**config.mk**
```make
export PLATFORM = sky130hd
export DESIGN_NAME = xbar_route_seq
export DESIGN_NICKNAME = d
export VERILOG_FILES = /design/src/rtl/xbar_route_seq_pkg.sv /design/src/rtl/xbar_route_seq_decoder_onehot.sv /design/src/rtl/xbar_route_seq.sv
export SDC_FILE = /design/constraint.sdc
export NUM_CORES = 1
export LEC_CHECK = 0
export ABC_AREA = 1
export BUFFER_PORTS_ARGS = -buffer_cell sky130_fd_sc_hd__buf_2
export CAP_MARGIN = 20
export CORE_ASPECT_RATIO = 1.5
export CORE_MARGIN = 10
export CORE_UTILIZATION = 29
export CTS_BUF_LIST = sky130_fd_sc_hd__clkbuf_4 sky130_fd_sc_hd__clkbuf_8 sky130_fd_sc_hd__clkbuf_16
export DETAILED_ROUTE_END_ITERATION = 10
export GPL_TIMING_DRIVEN = 0
export PLACE_DENSITY = 0.49
export SYNTH_ARGS = -nofsm -noshare
export SYNTH_HDL_FRONTEND = slang
export SYNTH_HIERARCHICAL = 1
export SYNTH_SLANG_ARGS = --single-unit
```
**constraint.sdc**
```tcl
create_clock -name clk -period 2.5 [get_ports clk]
set_input_delay 0.5 -clock clk [delete_from_list [all_inputs] [get_ports clk]]
set_output_delay 0.5 -clock clk [all_outputs]
set_load 0.005 [all_outputs]
```
**src/rtl/xbar_route_seq_pkg.sv**
```systemverilog
// Shared crossbar types: flit width, direction indices, context-word layout and sequencer states.
package SMARTPkg;

    localparam int FLIT_W = 16;
    typedef logic [FLIT_W-1:0] FlitFixed;

    localparam int EAST  = 0;
    localparam int SOUTH = 1;
    localparam int WEST  = 2;
    localparam int NORTH = 3;
    localparam int ALU_T = 4;
    localparam int TREG  = 5;

    localparam int NUM_DIR  = 4;
    localparam int NUM_XIN  = 6;
    localparam int NUM_XOUT = 7;
    localparam int SEL_W    = 3;

    // Context word: seven 3-bit select codes from bit 0, bypass nibble on top
    localparam int CTXW_SEL_LSB = 0;
    localparam int CTXW_RB_LSB  = 21;
    localparam int CTXW_RB_W    = 4;
    localparam int CTXW_W       = 25;

    typedef enum logic [1:0] {
        ST_IDLE = 2'd0,
        ST_RUN  = 2'd1,
        ST_DONE = 2'd2
    } route_state_e;

endpackage

```
**src/rtl/xbar_route_seq_decoder_onehot.sv**
```systemverilog
// 3-bit select code to 6-bit one-hot; codes 6 and 7 leave the output silent.
module decoder_onehot
    import SMARTPkg::*;
(
    input  logic [SEL_W-1:0]   code_i,
    output logic [NUM_XIN-1:0] onehot_o
);

    always_comb begin
        onehot_o = '0;
        if (code_i < SEL_W'(NUM_XIN)) begin
            onehot_o[code_i] = 1'b1;
        end
    end

endmodule

```
**src/rtl/xbar_route_seq.sv**
```systemverilog
// Crossbar route sequencer: steps through stored routing contexts, driving registered
// one-hot selects and bypass enables, and registers the flits entering the crossbar.
module xbar_route_seq
    import SMARTPkg::*;
#(
    parameter int NUM_CTX = 16,
    localparam int CTX_W  = $clog2(NUM_CTX)
) (
    input  logic                                clk,
    input  logic                                rst_n,
    input  logic                                i__cfg_wr_en,
    input  logic [CTX_W-1:0]                    i__cfg_wr_addr,
    input  logic [CTXW_W-1:0]                   i__cfg_wr_data,
    input  logic                                i__start,
    input  logic [CTX_W-1:0]                    i__last_ctx,
    input  logic                                i__loop,
    input  logic                                i__stall,
    input  logic                                i__abort,
    input  FlitFixed                            i__flit_nbr [NUM_DIR],
    input  FlitFixed                            i__flit_alu,
    input  FlitFixed                            i__flit_treg,
    output logic [NUM_XOUT-1:0][NUM_XIN-1:0]    o__sel,
    output logic [CTXW_RB_W-1:0]                o__regbypass,
    output FlitFixed                            o__data_in_local [NUM_DIR],
    output FlitFixed                            o__data_in_remote [NUM_XIN],
    output logic [CTX_W-1:0]                    o__ctx_idx,
    output logic                                o__busy,
    output logic                                o__done
);

    logic [CTXW_W-1:0] ctx_mem [NUM_CTX];

    route_state_e                       state_q, state_d;
    logic [CTX_W-1:0]                   ctx_q, ctx_d;
    logic [CTX_W-1:0]                   last_q, last_d;
    logic                               loop_q, loop_d;
    logic [NUM_XOUT-1:0][NUM_XIN-1:0]   sel_q, sel_d;
    logic [CTXW_RB_W-1:0]               rb_q, rb_d;
    FlitFixed                           remote_q [NUM_XIN];

    logic [CTX_W-1:0]                   load_idx;
    logic [CTXW_W-1:0]                  ld_word;
    logic [NUM_XOUT-1:0][NUM_XIN-1:0]   dec_sel;
    logic                               remote_en;

    // Context memory is deliberately outside reset so configuration survives it
    always_ff @(posedge clk) begin
        if (i__cfg_wr_en) begin
            ctx_mem[i__cfg_wr_addr] <= i__cfg_wr_data;
        end
    end

    // Index of the context loaded at the next advance: 0 on start or wrap, else ctx+1
    assign load_idx = (state_q == ST_RUN && ctx_q != last_q) ? ctx_q + CTX_W'(1) : '0;
    assign ld_word  = ctx_mem[load_idx];

    for (genvar g = 0; g < NUM_XOUT; g++) begin : g_dec
        decoder_onehot u_dec (
            .code_i   (ld_word[CTXW_SEL_LSB + SEL_W*g +: SEL_W]),
            .onehot_o (dec_sel[g])
        );
    end

    always_comb begin
        state_d = state_q;
        ctx_d   = ctx_q;
        last_d  = last_q;
        loop_d  = loop_q;
        sel_d   = sel_q;
        rb_d    = rb_q;
        case (state_q)
            ST_IDLE: begin
                if (i__start && !i__abort) begin
                    state_d = ST_RUN;
                    ctx_d   = '0;
                    last_d  = i__last_ctx;
                    loop_d  = i__loop;
                    sel_d   = dec_sel;
                    rb_d    = ld_word[CTXW_RB_LSB +: CTXW_RB_W];
                end
            end
            ST_RUN: begin
                if (i__abort) begin
                    state_d = ST_IDLE;
                    ctx_d   = '0;
                    sel_d   = '0;
                    rb_d    = '0;
                end else if (!i__stall) begin
                    if (ctx_q == last_q && !loop_q) begin
                        state_d = ST_DONE;
                        sel_d   = '0;
                        rb_d    = '0;
                    end else begin
                        ctx_d = load_idx;
                        sel_d = dec_sel;
                        rb_d  = ld_word[CTXW_RB_LSB +: CTXW_RB_W];
                    end
                end
            end
            ST_DONE: begin
                state_d = ST_IDLE;
            end
            default: begin
                state_d = ST_IDLE;
                sel_d   = '0;
                rb_d    = '0;
            end
        endcase
    end

    assign remote_en = !(state_q == ST_RUN && i__stall);

    always_ff @(posedge clk) begin
        if (!rst_n) begin
            state_q <= ST_IDLE;
            ctx_q   <= '0;
            last_q  <= '0;
            loop_q  <= 1'b0;
            sel_q   <= '0;
            rb_q    <= '0;
            for (int i = 0; i < NUM_XIN; i++) begin
                remote_q[i] <= '0;
            end
        end else begin
            state_q <= state_d;
            ctx_q   <= ctx_d;
            last_q  <= last_d;
            loop_q  <= loop_d;
            sel_q   <= sel_d;
            rb_q    <= rb_d;
            if (remote_en) begin
                for (int d = 0; d < NUM_DIR; d++) begin
                    remote_q[d] <= i__flit_nbr[d];
                end
                remote_q[ALU_T] <= i__flit_alu;
                remote_q[TREG]  <= i__flit_treg;
            end
        end
    end

    assign o__data_in_local  = i__flit_nbr;
    assign o__data_in_remote = remote_q;
    assign o__sel            = sel_q;
    assign o__regbypass      = rb_q;
    assign o__ctx_idx        = ctx_q;
    assign o__busy           = (state_q == ST_RUN);
    assign o__done           = (state_q == ST_DONE);

endmodule

```
==> results.md <==
* Crit path DAT at 3140 ps
* Number of warnings issued by yosys at 6
* Largest net degree at the start of global routing at 22
* Core area at 75100 sq um
* Routed vias at 16500
* Total die area at 87500 sq um
* Failing checks: setup timing
* IO Pins at 348
* Status: complete, but fails checks
* Count of final setup violators at 24
* Final Max Tran Viols at 0
* Max cap viols at 0
* Fin nets at 2482
* Total track usage at 17.3%
* GR Util met2 at 33.4%
* Pwr Density at 739 nW/um^2
* Die Wd at 245 um
* Met3 usage at 3.96%
* Most frequent cells in the layout: edfxtp_1 (400), nand2_1 (372), buf_2 (350)
* Busiest layer in global routing: met2
* Pre-CTS setup slack at -1280 ps
* Final TNS setup at -485 ps
* Final Wtd Congestion at 0.853
* Via-per-instance ratio at 4.86
* DR iter-0 viols at 1120
* Syn_area_per_cell at 11.5 sq um
* Clock Pin Slew Worst Setup and Hold Paths at 70 ps
* Fmax at 385 MHz
* Slew @ Worst Pin at 1020 ps
* Leakage power at 10.6 nW
* Critical Path RT at 3040 ps
* Clock root buffer: clkbuf_16
* Antenna-violating nets left at 0
* Hold_buf cts at 0
* Area of the multi-input gates at 6150 sq um
* Initial cell density of the core at 29.3%
* Clk Latency, worst-skew pair at 620 ps
* Most common cell after layout, fill and taps aside: edfxtp_1
* Mapped Cells at 1911
* Worst Slack Setup Final at -100 ps
* Worst clock skew at 18.7 ps
* Mapped Nets at 2048
* Post-synthesis instance area at 22000 sq um
* Crit end category: register
* Hold WC Path Type: in2reg
* Synth cell types at 30
* Number of synthesized register bits at 553
* CTS tree: done
* GR Layer Usage met1 at 17.6%
* # fillers at 7426
* Share of cells above drive strength 1 at 34.8%
* Worst vdd ir at 0.568 mV
* Period utilization at 104%
* Max-Slew Margin vs Limit at 31.8%
* Largest fanout on the critical path at 7
* RSZ-0062 raised after global routing: yes
* Vias in the first global route at 16700
* Fin. Hold Viols at 0
* Post-layout util at 37.6%
* Area Growth Syn to Fin at 28.3%
* Initial antenna violation count at 8
* First-pass GRT wire length at 113 mm
* Max Buffers Root-to-Sink at 3
* Total Wirelength at 79.3 mm
* Clock sink count at 553
* WHS at 138 ps
* DRC viols at 0
* Grt ovf at 0
* Post-synthesis sequential area ratio at 68.5%
* Die height at 357 um
* H-tree levels at 2
* Placed wire-length estimate at 58.5 mm
* First-pass detailed-route iteration total at 5
* WS Path Type: reg2reg
* FF+latch area at 15100 sq um
* WL/cell at 23.4 um
* Final min period at 2600 ps
* Input/output buffers at 347
* Worst setup SP type: register
* Cell Rows at 123
* Num CTS Buffers at 53
cell type report:
| class | count | share of cell area, % |
|---|---|---|
| Timing Repair Buffer | 379 | 8.16 |
| Clock inverter | 32 | 0.970 |
| Buffer | 191 | 5.20 |
| Sequential cell | 553 | 53.4 |
| Inverter | 58 | 0.819 |
| Clock buffer | 67 | 5.21 |
| Antenna cell | 2 | 0.0177 |
| Tap cell | 1000 | 4.43 |
| Multi-Input combinational cell | 1109 | 21.8 |
worst max-delay path, cell delays in order (launching register included):
cell and delay [ps]:
dfxtp_4 390, buf_6 110, nand2_2 50, nand2_2 50
nor2_2 40, nand2_4 110, nand3_4 180, buf_12 230
buf_12 140, or2_4 220, o211ai_1 100, o211ai_1 150
nand3_1 120, nand2_2 110, inv_2 80, nand2_2 70
nor2_4 190, nand2_1 80, a21oi_1 130
state kept, by name, summed over array words and instances (netlist names):
name	flops
o__ctx_idx	4
o__sel	42
o__data_in_remote	96
last_q	4
state_q	2
loop_q	1
ctx_mem	400
o__regbypass	4
synth_stat cells (all sizes together):
master,instances,share of area [%]
nand2,402,6.9
edfxtp,400,55
dfxtp,153,14
a21oi,152,3.5
nand3,137,3.2
buf,102,3.2
clkbuf,89,1.5
nor2,88,1.6
or2,85,2.4
o211ai,84,2.9
o221ai,84,3.3
inv,56,0.96
o21ai,49,1.1
nand4,18,0.51
a211oi,3,0.16
clkinv,2,0.034
nand3b,2,0.068
nor3,2,0.045
xor2,2,0.080
ha,1,0.057
through the flow:
step,instances,area [sq um],total power [mW]
floorplan,1911,22000,11.6
global placement,3258,25000,12.6
detailed placement,3274,25500,12.7
CTS,3381,27700,20.9
global route,3389,28200,21.6
finish,3391,28200,20.9
cell families (layout without fill, tap and decap cells):
logic type,count (synthesis),count (layout),share of synthesized area [%]
AO/OA/AOI/OAI,372,372,11.0
XOR/XNOR,2,2,0.0796
adder cells (fa/ha/maj),1,1,0.0568
buffers and inverters,249,727,5.75
flip-flops,553,553,68.5
other,0,2,0
AND/OR/NAND/NOR,734,734,14.7
final timing paths:
kind / cells after the start / from / to / slack [ps]
max: 18 / o__ctx_idx[0]$_SDFFE_PN0P_ / o__sel[11]$_SDFFE_PN0P_ / -100
min: 3 / i__loop / loop_q$_SDFFE_PN0P_ / 140
max reg2reg: 18 / o__ctx_idx[0]$_SDFFE_PN0P_ / o__sel[11]$_SDFFE_PN0P_ / -100
min reg2reg: 2 / o__data_in_remote[76]$_SDFFE_PN0N_ / o__data_in_remote[76]$_SDFFE_PN0N_ / 460
report_power, final:
group	leakage, nW	switching, mW	internal [mW]
Clock	0.877	3.54	4.59
Sequential	4.88	0.126	10.1
Combinational	4.83	1.58	0.937
repair_timing:
action,4_1_cts,5_1_grt
setup buffers,8,4
pin swaps,7,58
cloned,0,4
gates resized for setup,149,149
endpoints found under the setup margin,48,47
endpoints found under the hold margin,0,0
metal layers:
metal | up-vias | wire [um]
met2 | 587 | 42500
met1 | 8076 | 28300
met3 | 136 | 5250
met5 | - | 64
met4 | 12 | 3200
li1 | 7674 | -
No activity file was read; power rests on OpenSTA's default activity.
